<file path="src/rtl/mem_rr_arbiter.sv">
// mem_rr_arbiter: shares one data-memory channel between several LSU requesters.
// A round-robin scan picks one requester at a time. Its address and write data are
// captured at grant, so the memory side never sees later changes at the requester.
// The result is handed back through a per-requester ready bit. The arbiter waits for
// the owner to drop its valid before it arbitrates again.
module mem_rr_arbiter #(
    parameter  int NUM_REQUESTERS = 4,
    parameter  int ADDR_BITS      = 8,
    parameter  int DATA_BITS      = 8,
    localparam int ID_W           = (NUM_REQUESTERS > 1) ? $clog2(NUM_REQUESTERS) : 1
) (
    input  logic                                      clk,
    input  logic                                      reset,

    input  logic [NUM_REQUESTERS-1:0]                 req_read_valid,
    input  logic [NUM_REQUESTERS-1:0][ADDR_BITS-1:0]  req_read_address,
    output logic [NUM_REQUESTERS-1:0]                 req_read_ready,
    output logic [NUM_REQUESTERS-1:0][DATA_BITS-1:0]  req_read_data,

    input  logic [NUM_REQUESTERS-1:0]                 req_write_valid,
    input  logic [NUM_REQUESTERS-1:0][ADDR_BITS-1:0]  req_write_address,
    input  logic [NUM_REQUESTERS-1:0][DATA_BITS-1:0]  req_write_data,
    output logic [NUM_REQUESTERS-1:0]                 req_write_ready,

    output logic                                      mem_read_valid,
    output logic [ADDR_BITS-1:0]                      mem_read_address,
    input  logic                                      mem_read_ready,
    input  logic [DATA_BITS-1:0]                      mem_read_data,

    output logic                                      mem_write_valid,
    output logic [ADDR_BITS-1:0]                      mem_write_address,
    output logic [DATA_BITS-1:0]                      mem_write_data,
    input  logic                                      mem_write_ready,

    output logic                                      busy,
    output logic [ID_W-1:0]                           grant_id
);

    typedef enum logic [1:0] {
        IDLE       = 2'd0,
        READ_WAIT  = 2'd1,
        WRITE_WAIT = 2'd2,
        RELAY      = 2'd3
    } state_t;

    localparam logic [ID_W:0] NUM_W = (ID_W+1)'(NUM_REQUESTERS);

    // Cyclic index arithmetic modulo NUM_REQUESTERS (works for non-power-of-two counts).
    function automatic logic [ID_W-1:0] wrap_add(input logic [ID_W-1:0] base,
                                                 input logic [ID_W-1:0] off);
        logic [ID_W:0] sum;
        sum = {1'b0, base} + {1'b0, off};
        if (sum >= NUM_W) begin
            sum = sum - NUM_W;
        end
        return sum[ID_W-1:0];
    endfunction

    state_t                                    state, state_nxt;
    logic [ID_W-1:0]                           rr_ptr, rr_ptr_nxt;
    logic [ID_W-1:0]                           grant_id_nxt;
    logic                                      gnt_write, gnt_write_nxt;
    logic                                      mem_read_valid_nxt;
    logic [ADDR_BITS-1:0]                      mem_read_address_nxt;
    logic                                      mem_write_valid_nxt;
    logic [ADDR_BITS-1:0]                      mem_write_address_nxt;
    logic [DATA_BITS-1:0]                      mem_write_data_nxt;
    logic [NUM_REQUESTERS-1:0]                 req_read_ready_nxt;
    logic [NUM_REQUESTERS-1:0]                 req_write_ready_nxt;
    logic [NUM_REQUESTERS-1:0][DATA_BITS-1:0]  req_read_data_nxt;

    logic                                      scan_found;
    logic                                      scan_read;
    logic [ID_W-1:0]                           scan_id;
    logic [ID_W-1:0]                           cand;
    logic                                      owner_released;

    // Round-robin scan starting at rr_ptr; the first requester with any valid wins,
    // and a requester asking for both read and write is served read first.
    always_comb begin
        scan_found = 1'b0;
        scan_read  = 1'b0;
        scan_id    = '0;
        cand       = '0;
        for (int i = 0; i < NUM_REQUESTERS; i++) begin
            cand = wrap_add(rr_ptr, ID_W'(i));
            if (!scan_found && (req_read_valid[cand] || req_write_valid[cand])) begin
                scan_found = 1'b1;
                scan_id    = cand;
                scan_read  = req_read_valid[cand];
            end
        end
    end

    // The owner has let go of the request it was served for.
    always_comb begin
        owner_released = gnt_write ? !req_write_valid[grant_id] : !req_read_valid[grant_id];
    end

    // Next-state and next-output logic for the arbitration FSM.
    always_comb begin
        state_nxt             = state;
        rr_ptr_nxt            = rr_ptr;
        grant_id_nxt          = grant_id;
        gnt_write_nxt         = gnt_write;
        mem_read_valid_nxt    = mem_read_valid;
        mem_read_address_nxt  = mem_read_address;
        mem_write_valid_nxt   = mem_write_valid;
        mem_write_address_nxt = mem_write_address;
        mem_write_data_nxt    = mem_write_data;
        req_read_ready_nxt    = req_read_ready;
        req_write_ready_nxt   = req_write_ready;
        req_read_data_nxt     = req_read_data;

        case (state)
            IDLE: begin
                if (scan_found) begin
                    grant_id_nxt = scan_id;
                    if (scan_read) begin
                        gnt_write_nxt        = 1'b0;
                        mem_read_valid_nxt   = 1'b1;
                        mem_read_address_nxt = req_read_address[scan_id];
                        state_nxt            = READ_WAIT;
                    end else begin
                        gnt_write_nxt         = 1'b1;
                        mem_write_valid_nxt   = 1'b1;
                        mem_write_address_nxt = req_write_address[scan_id];
                        mem_write_data_nxt    = req_write_data[scan_id];
                        state_nxt             = WRITE_WAIT;
                    end
                end
            end

            READ_WAIT: begin
                if (mem_read_ready) begin
                    req_read_data_nxt[grant_id]  = mem_read_data;
                    req_read_ready_nxt[grant_id] = 1'b1;
                    mem_read_valid_nxt           = 1'b0;
                    state_nxt                    = RELAY;
                end
            end

            WRITE_WAIT: begin
                if (mem_write_ready) begin
                    req_write_ready_nxt[grant_id] = 1'b1;
                    mem_write_valid_nxt           = 1'b0;
                    state_nxt                     = RELAY;
                end
            end

            RELAY: begin
                if (owner_released) begin
                    req_read_ready_nxt  = '0;
                    req_write_ready_nxt = '0;
                    rr_ptr_nxt          = wrap_add(grant_id, ID_W'(1));
                    state_nxt           = IDLE;
                end
            end

            default: begin
                state_nxt = IDLE;
            end
        endcase
    end

    // State and output registers; reset abandons any transaction in flight.
    always_ff @(posedge clk or negedge reset) begin
        if (!reset) begin
            state             <= IDLE;
            rr_ptr            <= '0;
            grant_id          <= '0;
            gnt_write         <= 1'b0;
            mem_read_valid    <= 1'b0;
            mem_read_address  <= '0;
            mem_write_valid   <= 1'b0;
            mem_write_address <= '0;
            mem_write_data    <= '0;
            req_read_ready    <= '0;
            req_write_ready   <= '0;
            req_read_data     <= '0;
        end else begin
            state             <= state_nxt;
            rr_ptr            <= rr_ptr_nxt;
            grant_id          <= grant_id_nxt;
            gnt_write         <= gnt_write_nxt;
            mem_read_valid    <= mem_read_valid_nxt;
            mem_read_address  <= mem_read_address_nxt;
            mem_write_valid   <= mem_write_valid_nxt;
            mem_write_address <= mem_write_address_nxt;
            mem_write_data    <= mem_write_data_nxt;
            req_read_ready    <= req_read_ready_nxt;
            req_write_ready   <= req_write_ready_nxt;
            req_read_data     <= req_read_data_nxt;
        end
    end

    // Busy whenever a transaction owns the channel.
    always_comb begin
        busy = (state != IDLE);
    end

endmodule

</file>
<file path="config.mk">
export PLATFORM = sky130hd
export DESIGN_NAME = mem_rr_arbiter
export DESIGN_NICKNAME = d
export VERILOG_FILES = /design/src/rtl/mem_rr_arbiter.sv
export SDC_FILE = /design/constraint.sdc
export NUM_CORES = 1
export LEC_CHECK = 0
export BUFFER_PORTS_ARGS = -buffer_cell sky130_fd_sc_hd__buf_2
export CAP_MARGIN = 20
export CORE_AREA = 3 3 107 109
export DETAILED_ROUTE_END_ITERATION = 8
export DIE_AREA = 0 0 110 112
export PLACE_DENSITY = 0.7
export SYNTH_ARGS = -nofsm -noshare
export SYNTH_HDL_FRONTEND = slang
export SYNTH_SLANG_ARGS = --single-unit
export TNS_END_PERCENT = 1
</file>
<file path="constraint.sdc">
create_clock -name clk -period 3 [get_ports clk]
set_input_delay 0 -clock clk [delete_from_list [all_inputs] [get_ports clk]]
set_output_delay 0 -clock clk [all_outputs]
set_load 0.005 [all_outputs]
</file>
==> results of run 1 <==
## critical path, stage by stage (launching register included)
cell and delay, ps:
dfrtp_2 510, mux4_2 560, or2_1 330, a221oi_4 400, buf_4 240, mux2_2 350, o211ai_1 200, a31oi_1 110
## cells by family (layout without fill, tap and decap cells)
family                   count (synthesis)  after routing
multiplexers                           116            116
AO/OA/AOI/OAI                           89             89
buffers and inverters                   35            229
AND/OR/NAND/NOR                        126            126
adder cells (fa/ha/maj)                  8              8
flip-flops                              73             73
## layer usage
layer	share of wire, %	vias up
met5	0	-
met4	0.99	0
met3	8.1	9
met1	43	2057
met2	48	170
li1	-	2015
## Yosys cell counts (3+ instances only)
| cell | number | area [um^2] |
|---|---|---|
| inv_1 | 8 | 30.03 |
| ha_1 | 8 | 100.1 |
| nand2_1 | 71 | 266.5 |
| mux2_2 | 64 | 720.7 |
| dfrtp_1 | 73 | 1827 |
| or2_1 | 3 | 18.77 |
| buf_2 | 7 | 35.03 |
| o21ai_0 | 8 | 40.04 |
| mux2i_1 | 25 | 250.2 |
| buf_6 | 3 | 33.78 |
| mux4_2 | 10 | 225.2 |
| o211ai_2 | 4 | 50.05 |
| buf_4 | 6 | 45.04 |
| nor2_1 | 35 | 131.4 |
| a21oi_1 | 13 | 65.06 |
| nand3_1 | 4 | 20.02 |
| a31oi_1 | 28 | 175.2 |
| o211ai_1 | 21 | 157.7 |
| clkbuf_1 | 8 | 30.03 |
| mux2_1 | 17 | 191.4 |
## stage by stage
stage          hold slack [ps]  util, %  area [um^2]  cells  power, mW
2_1_floorplan           -295.6        -         4695    447      4.473
3_3_place_gp             192.0    53.99         5776    758      5.561
3_5_place_dp             199.4    53.99         5776    758      5.685
4_1_cts                  49.80    56.99         6097    781      6.635
5_1_grt                  67.59    57.10         6108    781      7.157
6_report                 63.90    57.10         6108    781      6.594
## what timing repair did
action / CTS / global route
hold buffers: 9 / 0
setup endpoints to repair: 0 / 24
resized for setup: 0 / 4
endpoints found under the hold margin: 105 / 0
setup buffers: 0 / 0
## final cells by class
type	instances	area, um^2	share of cell area, %
tap	140	175.2	2.868
multi-input combinational	339	2691	44.06
inverter	8	30.03	0.4916
clock inverter	3	90.09	1.475
sequential	73	1829	29.95
timing repair buffer	207	1151	18.84
clock buffer	11	141.4	2.315
## how the worst min path moves through the flow
stage	startpoint	endpoint	slack (ps)	cells after the start
2_1_floorplan	reset	gnt_write	-300	0
3_3_place_gp	reset	req_read_ready[1]	190	1
3_5_place_dp	reset	req_read_data[1]	200	1
4_1_cts	mem_write_ready	req_write_ready[0]	50	3
5_1_grt	req_write_address[24]	mem_write_address[0]	70	4
6_report	mem_write_ready	req_write_ready[0]	60	3
## state kept, by name, indices dropped and copies added, names as in the netlist, 2 cells and up
| name | count |
|---|---|
| req_read_data | 32 |
| mem_read_address | 8 |
| mem_write_address | 8 |
| mem_write_data | 8 |
| req_read_ready | 4 |
| req_write_ready | 4 |
| grant_id | 2 |
| rr_ptr | 2 |
| state | 2 |
## power by group through the flow
stage                     registers [mW]  clock network [mW]  logic [mW]
final                               1.80               0.920        3.88
after global routing                1.86               0.996        4.30
after CTS                           1.79               0.943        3.90
after detailed placement            1.80                   0        3.88
after global placement              1.78                   0        3.78
after floorplan                     1.76                   0        2.71
==> reports/qor.txt, run 1 <==
Buffers on Ports: 184
largest family of logic cells by synthesized area: multiplexers
setup slack after layout: 140.5 ps
critical path capture point: mem_read_address[3]
worst flop-to-flop path endpoint: mem_read_address[3]
sequential cell area fraction in the yosys report: 38.91%
Initial DRC Count: 208
R2R Path Start: rr_ptr[0]
vias per inst: 5.443
first drt pass iteration count: 5
post-synthesis register bit count: 73
setup_tns: 0 ps
layout cells sized above 1: 47.43%
Sw Pwr: 2.693 mW
Starting Density: 43.88%
H-tree depth: 3
GR peak layer: met2
Worst Path Required: 3180 ps
drt wl/cell: 16.36 um
GP Congestion: 0.8398
Reg2Reg Depth: 7
CTS Sinks: 73
worst hold path class: input port to flip-flop
CP endpoint kind: flip-flop
post-synthesis cell area: 0.004695 mm^2
Mapped Cells: 447
core area: 0.01070 mm^2
Worst Setup Start Kind: flip-flop
fin. max-slew vios: 0
Post-layout nets: 762
minimum period implied by the final worst setup slack: 2860 ps
Final ANT Viol Nets: 0
leakage: 2.823 nW
HPWL Detailed: 9783 um
fmax: 0.3497 GHz
Seq pwr share: 27.3%
Distinct cells, synth: 44
fillers: 943
routed vias: 4251
worst slew pin tran: 908.1 ps
Clk pwr share: 14.0%
first-pass GRT wire length: 20630 um
Syn. warnings: 0
met1 usage: 27.16%
global routing met2 resource utilization: 35.19%
GRT Total Usage: 21.08%
CTS buffer count: 9
Internal: 3.901 mW
post-synthesis xor/xnor area fraction: 0%
Power Dens Cells: 1079 mW/mm^2
CTS tree: yes
# DRC: 0
R2R setup slack: 140 ps
status: finished, final reports clean
EDFF count, synth: 0
ys flop type: dfrtp_1
Setup Skew: 6.630 ps
crit path from: rr_ptr[0]
Clock transition at path regs: 80 ps
period utilisation layout: 95.32%
Chip Height: 112 um
syn nets: 571
Rel. slew slack: 39.46%
remaining global-route overflow: 0
peak supply drop: 0.4798 mV
maxcap violations: 0
compound-gate portion of the synthesized area: 13.86%
final hold viol count: 0
most frequent cells in the layout: buf_2, nand2_1, dfrtp_1
switching share of power: 40.84%
floorplan row count: 38
Crit Path Category: flip-flop to flip-flop
largest net degree at the start of global routing: 74
die width: 110 um
DIE AREA: 0.01232 mm^2
ant diodes: 0
RSZ-0062 raised after global routing: yes
CP Max Fanout: 9
clock tree buffer depth: 2
Comb pwr share: 58.8%
Arr. time, crit path: 3040 ps
proportion of synthesized area in mux cells: 29.56%
Ports: 185
area added between synthesis and finish: 30.12%
Post-Synth Adder-Cell Area: 2.132%
vias in the first global route: 4132
Place WS: 90.39 ps
Synth Area per Inst: 10.50 um^2
insertion delay to the later sink of the worst-skew pair: 340 ps
Post-Synth Simple-Gate Area: 11.35%
Async S/R FF share, synth: 100.0%
met3 usage: 5.623%
most common cell after layout, fill and taps aside: buf_2
root buf cell: clkbuf_8
Final setup violation count: 0
DRT Wirelength: 12780 um
initial antenna violation count: 0
Note: power is estimated with default switching activity, not from simulation.
==> run 2: changes to the inputs <==
--- a/config.mk
+++ b/config.mk
@@ -5,12 +5,14 @@
 export SDC_FILE = /design/constraint.sdc
 export NUM_CORES = 1
 export LEC_CHECK = 0
+export ABC_AREA = 1
 export BUFFER_PORTS_ARGS = -buffer_cell sky130_fd_sc_hd__buf_2
 export CAP_MARGIN = 20
 export CORE_AREA = 3 3 107 109
 export DETAILED_ROUTE_END_ITERATION = 8
 export DIE_AREA = 0 0 110 112
-export PLACE_DENSITY = 0.7
+export GPL_TIMING_DRIVEN = 0
+export PLACE_DENSITY = 0.71
 export SYNTH_ARGS = -nofsm -noshare
 export SYNTH_HDL_FRONTEND = slang
 export SYNTH_SLANG_ARGS = --single-unit
==> run 2 against run 1 <==
Compared with the run above: die area is the same; via count grew 18%; maximum frequency grew 24%; combinational power grew 15%; flip-flop and latch count is the same; clock power shrank 3.4%; global-route usage grew 2.1 points; clock skew grew 11 ps; sequential share of layout area shrank 0.45 points; critical path type unchanged.
==> reports/qor.txt, run 2 <==
insertion delay to the later sink of the worst-skew pair: 350 ps (was 340 ps)
fillers: 1098 (was 943)
first-pass GRT wire length: 22580 um (was 20630 um)
fmax: 0.4321 GHz (was 0.3497 GHz)
vias in the first global route: 4774 (was 4132)
Syn. warnings: 0 (unchanged)
layout cells sized above 1: 27.45% (was 47.43%)
total placed cells including tap cells: 1033 (was 758)
ant diodes: 0 (unchanged)
end-of-flow core utilization: 57.88% (was 57.10%)
setup slack after layout: 685.9 ps (was 140.5 ps)
Crit Path Category: flip-flop to flip-flop (unchanged)
die width: 110 um (unchanged)
Synth Area per Inst: 6.712 um^2 (was 10.50 um^2)
slowest stage cell, crit path: dfrtp_1 (was mux4_2)
area added between synthesis and finish: 30.31% (was 30.12%)
CP dominant cell by count: nand2_1
final instance area: 0.006192 mm^2 (was 0.006108 mm^2)
worst hold path class: input port to flip-flop (unchanged)
Final setup violation count: 0 (unchanged)
most common cell after layout, fill and taps aside: nand2_1 (was buf_2)
Cell Area, Placed: 0.005878 mm^2 (was 0.005776 mm^2)
vias per inst: 4.730 (was 5.443)
final hold slack: 24.22 ps (was 63.90 ps)
HPWL Detailed: 10900 um (was 9783 um)
area of the multi-input gates: 0.002160 mm^2 (was 0.002691 mm^2)
Post-layout nets: 1037 (was 762)
Seq pwr share: 24.2% (was 27.3%)
Distinct cells, synth: 29 (was 44)
final hold viol count: 0 (unchanged)
FF+latch area: 0.001827 mm^2 (was 0.001829 mm^2)
Comb pwr share: 63.2% (was 58.8%)
maxcap violations: 0 (unchanged)
R2R setup slack: 690 ps (was 140 ps)
Clk pwr share: 12.6% (was 14.0%)
leakage: 3.889 nW (was 2.823 nW)
peak supply drop: 0.8104 mV (was 0.4798 mV)
worst slew pin tran: 404.9 ps (was 908.1 ps)
CTS tree: yes (unchanged)
Chip Height: 112 um (unchanged)
routed vias: 5004 (was 4251)
most frequent cells in the layout: nand2_1, buf_2, inv_1 (was buf_2, nand2_1, dfrtp_1)
Synth area leader: dfrtp_1 (unchanged)
drt wl/cell: 13.34 um (was 16.36 um)
CP endpoint kind: flip-flop (unchanged)
Power Dens Cells: 1142 mW/mm^2 (was 1079 mW/mm^2)
setup_tns: 0 ps (unchanged)
status: finished, final reports clean (unchanged)
Ports: 185 (unchanged)
root buf cell: clkbuf_8 (unchanged)
ys flop type: dfrtp_1 (unchanged)
switching share of power: 47.84% (was 40.84%)
post-synthesis register bit count: 73 (unchanged)
EDFF count, synth: 0 (unchanged)
H-tree depth: 3 (unchanged)
CP Max Fanout: 10 (was 9)
max FFs per register: 32 (unchanged)
fin. max-slew vios: 0 (unchanged)
Critical Path, Cell by Cell: buf_6 > inv_4 > nand2_1 > nand2_2 > nand2_1 > nand2_2 > nand2_2 > nor2_8 > nand2_4 > nand2_1 > nand2_4 > nand2_4 > buf_6 > buf_8 > nand2_1 > nand3_1 > nand2_1 > nand2_1 > nand2_1 (was mux4_2 > or2_1 > a221oi_4 > buf_4 > mux2_2 > o211ai_1 > a31oi_1)
Starting Density: 44.42% (was 43.88%)
clock tree buffer depth: 2 (unchanged)
Buffers on Ports: 184 (unchanged)
Async S/R FF share, synth: 100.0% (unchanged)
CTS Sinks: 73 (unchanged)
RSZ-0062 raised after global routing: no (was yes)
GRT Total Usage: 23.22% (was 21.08%)
DIE AREA: 0.01232 mm^2 (unchanged)
GP Congestion: 0.8733 (was 0.8398)
Internal: 3.689 mW (was 3.901 mW)
Mapped Cells: 708 (was 447)
synth top area cells: dfrtp_1, nand2_1, nand3_1 (was dfrtp_1, mux2_2, nand2_1)
Final ANT Viol Nets: 0 (unchanged)
Largest Register: req_read_data (unchanged)
Sw Pwr: 3.384 mW (was 2.693 mW)
CTS buffer count: 9 (unchanged)
period utilisation layout: 77.14% (was 95.32%)
Worst Setup Start Kind: flip-flop (unchanged)
minimum period implied by the final worst setup slack: 2314 ps (was 2860 ps)
remaining global-route overflow: 0 (unchanged)
sequential cell area fraction in the yosys report: 38.44% (was 38.91%)
initial antenna violation count: 0 (unchanged)
syn nets: 832 (was 571)
max incr delay on CP: 380 ps (was 560 ps)
Clock transition at path regs: 90 ps (was 80 ps)
first drt pass iteration count: 5 (unchanged)
# DRC: 0 (unchanged)
Post-Layout Cell Count: 1058 (was 781)
Arr. time, crit path: 2550 ps (was 3040 ps)
Commonest cells post-synth: nand2_1, inv_1, nand3_1 (was dfrtp_1, nand2_1, mux2_2)
largest net degree at the start of global routing: 59 (was 74)
Synth top area share: 38.44% (was 38.91%)
Setup Skew: 17.22 ps (was 6.630 ps)
Rel. slew slack: 73.01% (was 39.46%)
Initial DRC Count: 249 (was 208)
post-synthesis cell area: 0.004752 mm^2 (was 0.004695 mm^2)
Place WS: 686.4 ps (was 90.39 ps)
Final Total Pwr: 7.072 mW (was 6.594 mW)
Worst Path Required: 3230 ps (was 3180 ps)
core area: 0.01070 mm^2 (unchanged)
DRT Wirelength: 14110 um (was 12780 um)
dominant cell by count in the synthesized netlist: nand2_1 (was dfrtp_1)
floorplan row count: 38 (unchanged)
-- run 2: cell types whose count changed after synthesis, sizes merged, moves of 3 or more --
cell    delta
o211ai    -24
o21ai     +33
nor2      -22
clkbuf     -4
nand3    +112
a31oi     -28
nand2    +186
mux2i     -25
buf        +6
mux4      -10
inv      +134
mux2      -81
or2        -3
-- run 2: critical path: cells and delay by family (launching register included) --
family        cells  cell delay, ps
buf+inv           4             520
flops             1             380
simple gates     15            1270
-- run 2: layout make-up --
cell class	count	share of cell area, %
Buffer	29	3.718
Clock buffer	9	2.000
Clock inverter	7	1.616
Inverter	142	8.648
Multi-Input combinational cell	464	34.88
Sequential cell	73	29.50
Tap cell	140	2.829
Timing Repair Buffer	194	16.81
-- run 2: path summary, 6_finish.rpt --
path / start / cells past startpoint / endpoint
worst max-delay path: rr_ptr[1] / 19 / mem_write_address[7]
worst min-delay path: mem_write_ready / 5 / mem_write_valid
worst max register to register: rr_ptr[1] / 19 / mem_write_address[7]
worst min register to register: mem_write_data[4] / 2 / mem_write_data[4]
max in group asynchronous: reset / 3 / grant_id[0]
min in group asynchronous: reset / 2 / req_read_data[24]
-- run 2: layer usage --
metal / GRT usage [%] / routed length, um / vias up
li1: - / - / 2580
met1: 28.90 / 5930 / 2233
met2: 39.85 / 6963 / 172
met3: 5.391 / 961 / 19
met4: 6.401 / 255 / 0
met5: 0 / 0 / -
-- run 2: kinds of logic (layout without fill, tap and decap cells) --
| kind of cell | after synthesis | after routing | share of synthesized area (%) |
|---|---|---|---|
| and+or+nand+nor | 392 | 392 | 36.23 |
| buffers and inverters | 171 | 381 | 16.11 |
| AOI/OAI and AO/OA | 64 | 64 | 7.109 |
| DFF | 73 | 73 | 38.44 |
| adders and majority gates | 8 | 8 | 2.106 |
-- run 2: what timing repair did --
| item | in CTS | in global routing |
|---|---|---|
| hold endpoints to repair | 99 | 0 |
| hold buffers | 9 | 0 |
| setup buffers | 0 | 0 |
| gates resized for setup | 0 | 0 |
| endpoints found under the setup margin | 0 | 0 |
-- run 2: power by group through the flow --
stage	clock, mW	combinational (mW)	sequential (mW)
floorplan	0	3.10	1.74
global placement	0	4.42	1.72
detailed placement	0	4.48	1.72
CTS	0.902	4.50	1.72
global route	0.953	5.08	1.78
finish	0.889	4.47	1.71
==> run 3: changes to the inputs <==
==> constraint.sdc (replaced) <==
create_clock -name clk -period 2.27 [get_ports clk]
set_input_delay 0 -clock clk [delete_from_list [all_inputs] [get_ports clk]]
set_output_delay 0 -clock clk [all_outputs]
set_load 0.005 [all_outputs]
==> run 3 against run 2 <==
Compared with the run above: global-route usage hardly changed; utilization increased by 2.9 points; flip-flop and latch count did not move; maximum frequency is 4.6% higher; combinational power is 54% higher; hold slack better by 3.4 ps; critical path type unchanged; critical endpoint is now mem_write_address[3]; highest routed layer unchanged.
==> reports/qor.txt, run 3 (synthesized netlist as in run 2, its figures left out) <==
status: finished, final reports clean (unchanged)
max FFs per register: 32 (unchanged)
CTS Sinks: 73 (unchanged)
final hold viol count: 0 (unchanged)
Final Total Pwr: 10.32 mW (was 7.072 mW)
Arr. time, crit path: 2460 ps (was 2550 ps)
period utilisation layout: 97.48% (was 77.14%)
Final ANT Viol Nets: 0 (unchanged)
peak supply drop: 0.9835 mV (was 0.8104 mV)
Ports: 185 (unchanged)
core area: 0.01070 mm^2 (unchanged)
HPWL Detailed: 10900 um (unchanged)
most frequent cells in the layout: nand2_1, buf_2, inv_1 (unchanged)
DIE AREA: 0.01232 mm^2 (unchanged)
Place WS: -43.62 ps (was 686.4 ps)
area added between synthesis and finish: 36.91% (was 30.31%)
# DRC: 0 (unchanged)
Chip Height: 112 um (unchanged)
Final setup violation count: 0 (unchanged)
insertion delay to the later sink of the worst-skew pair: 350 ps (about the same)
first-pass GRT wire length: 22590 um (was 22580 um)
fmax: 0.4519 GHz (was 0.4321 GHz)
CP Max Fanout: 7 (was 10)
Power Dens Cells: 1586 mW/mm^2 (was 1142 mW/mm^2)
Buffers on Ports: 184 (unchanged)
Setup Skew: 16.38 ps (was 17.22 ps)
routed vias: 5124 (was 5004)
vias per inst: 4.775 (was 4.730)
vias in the first global route: 4777 (was 4774)
initial antenna violation count: 0 (unchanged)
remaining global-route overflow: 0 (unchanged)
minimum period implied by the final worst setup slack: 2213 ps (was 2314 ps)
CTS tree: yes (unchanged)
Largest Register: req_read_data (unchanged)
CP endpoint kind: flip-flop (unchanged)
Post-layout nets: 1052 (was 1037)
Starting Density: 44.42% (unchanged)
GP Congestion: 0.8733 (unchanged)
ant diodes: 0 (unchanged)
maxcap violations: 0 (unchanged)
Crit Path Category: flip-flop to flip-flop (unchanged)
H-tree depth: 3 (unchanged)
layout cells sized above 1: 30.12% (was 27.45%)
first drt pass iteration count: 4 (was 5)
CTS buffer count: 9 (unchanged)
worst hold path class: input port to flip-flop (unchanged)
root buf cell: clkbuf_8 (unchanged)
die width: 110 um (unchanged)
Worst Path Required: 2510 ps (was 3230 ps)
floorplan row count: 38 (unchanged)
Worst Setup Start Kind: flip-flop (unchanged)
setup slack after layout: 57.25 ps (was 685.9 ps)
end-of-flow core utilization: 60.82% (was 57.88%)
Initial DRC Count: 283 (was 249)
GRT Total Usage: 23.24% (was 23.22%)
fin. max-slew vios: 0 (unchanged)
total placed cells including tap cells: 1033 (unchanged)
Clock transition at path regs: 90 ps (about the same)
Rel. slew slack: 73.82% (was 73.01%)
leakage: 4.033 nW (was 3.889 nW)
Post-Layout Cell Count: 1073 (was 1058)
worst slew pin tran: 392.7 ps (was 404.9 ps)
DRT Wirelength: 14660 um (was 14110 um)
drt wl/cell: 13.66 um (was 13.34 um)
most common cell after layout, fill and taps aside: nand2_1 (unchanged)
clock tree buffer depth: 2 (unchanged)
largest net degree at the start of global routing: 59 (unchanged)
RSZ-0062 raised after global routing: yes (was no)
[run 3: changes by cell type in the layout (fill, tap and decap cells not counted), sizes merged]
cell,delta
buf,+10
clkbuf,+5
[run 3: power breakdown]
| group | internal (mW) | leakage, nW | total, mW | switching (mW) |
|---|---|---|---|---|
| Clock | 0.631 | 0.115 | 1.18 | 0.549 |
| Sequential | 1.91 | 0.919 | 2.27 | 0.355 |
| Combinational | 2.96 | 3.00 | 6.87 | 3.91 |
[run 3: final timing paths]
path	startpoint	to	slack, ps	cells after the start
hold / removal	mem_write_ready	mem_write_valid	30	5
setup / recovery	rr_ptr[0]	mem_write_address[3]	60	17
max in group asynchronous	reset	grant_id[1]	1630	3
setup reg to reg	rr_ptr[0]	mem_write_address[3]	60	17
min in group asynchronous	reset	req_read_data[24]	60	2
hold reg to reg	mem_write_data[4]	mem_write_data[4]	480	2
[run 3: area by class of cell]
cell class,count,area [um^2]
fill,1057,4192
multi-input combinational,464,2257
sequential,73,1827
timing repair buffer,209,1206
inverter,142,538.0
buffer,29,279.0
tap,140,175.2
clock buffer,9,123.9
clock inverter,7,100.1
[run 3: layer usage]
layer / routed length, um / up-vias / part of all wire (%) / GRT usage [%]
met5: 0 / - / 0 / 0
met4: 244 / 0 / 1.7 / 6.401
met3: 921 / 19 / 6.3 / 5.391
met2: 7338 / 169 / 50 / 39.89
met1: 6156 / 2326 / 42 / 28.90
li1: - / 2610 / - / -
[run 3: critical path, stage by stage (launching register included)]
cell	delay, ps
dfrtp_1	420
inv_2	130
clkbuf_16	150
nand2_1	60
nand2_1	60
nand2_1	60
nand2_2	90
nand2_4	80
nor2_8	140
buf_4	150
nand3b_1	90
nand3_2	120
nand2_4	120
buf_8	150
nand3_1	100
nand2_1	60
nand2_1	80
nand2_1	50
[run 3: repair_timing]
action	4_1_cts	5_1_grt
setup endpoints to repair	13	27
hold endpoints to repair	99	0
setup buffers	2	10
cloned	0	3
pin swaps	2	9
resized for setup	2	38
hold buffers	9	0
[run 3: stage by stage]
| step | hold slack, ps | TNS [ps] | area [um^2] |
|---|---|---|---|
| 2_1_floorplan | -295.6 | 0 | 4752 |
| 3_3_place_gp | 322.0 | -114.0 | 5848 |
| 3_5_place_dp | -120.9 | -139.0 | 5878 |
| 4_1_cts | 12.51 | -0.6228 | 6216 |
| 5_1_grt | 55.87 | -1490 | 6506 |
| 6_report | 27.62 | 0 | 6506 |
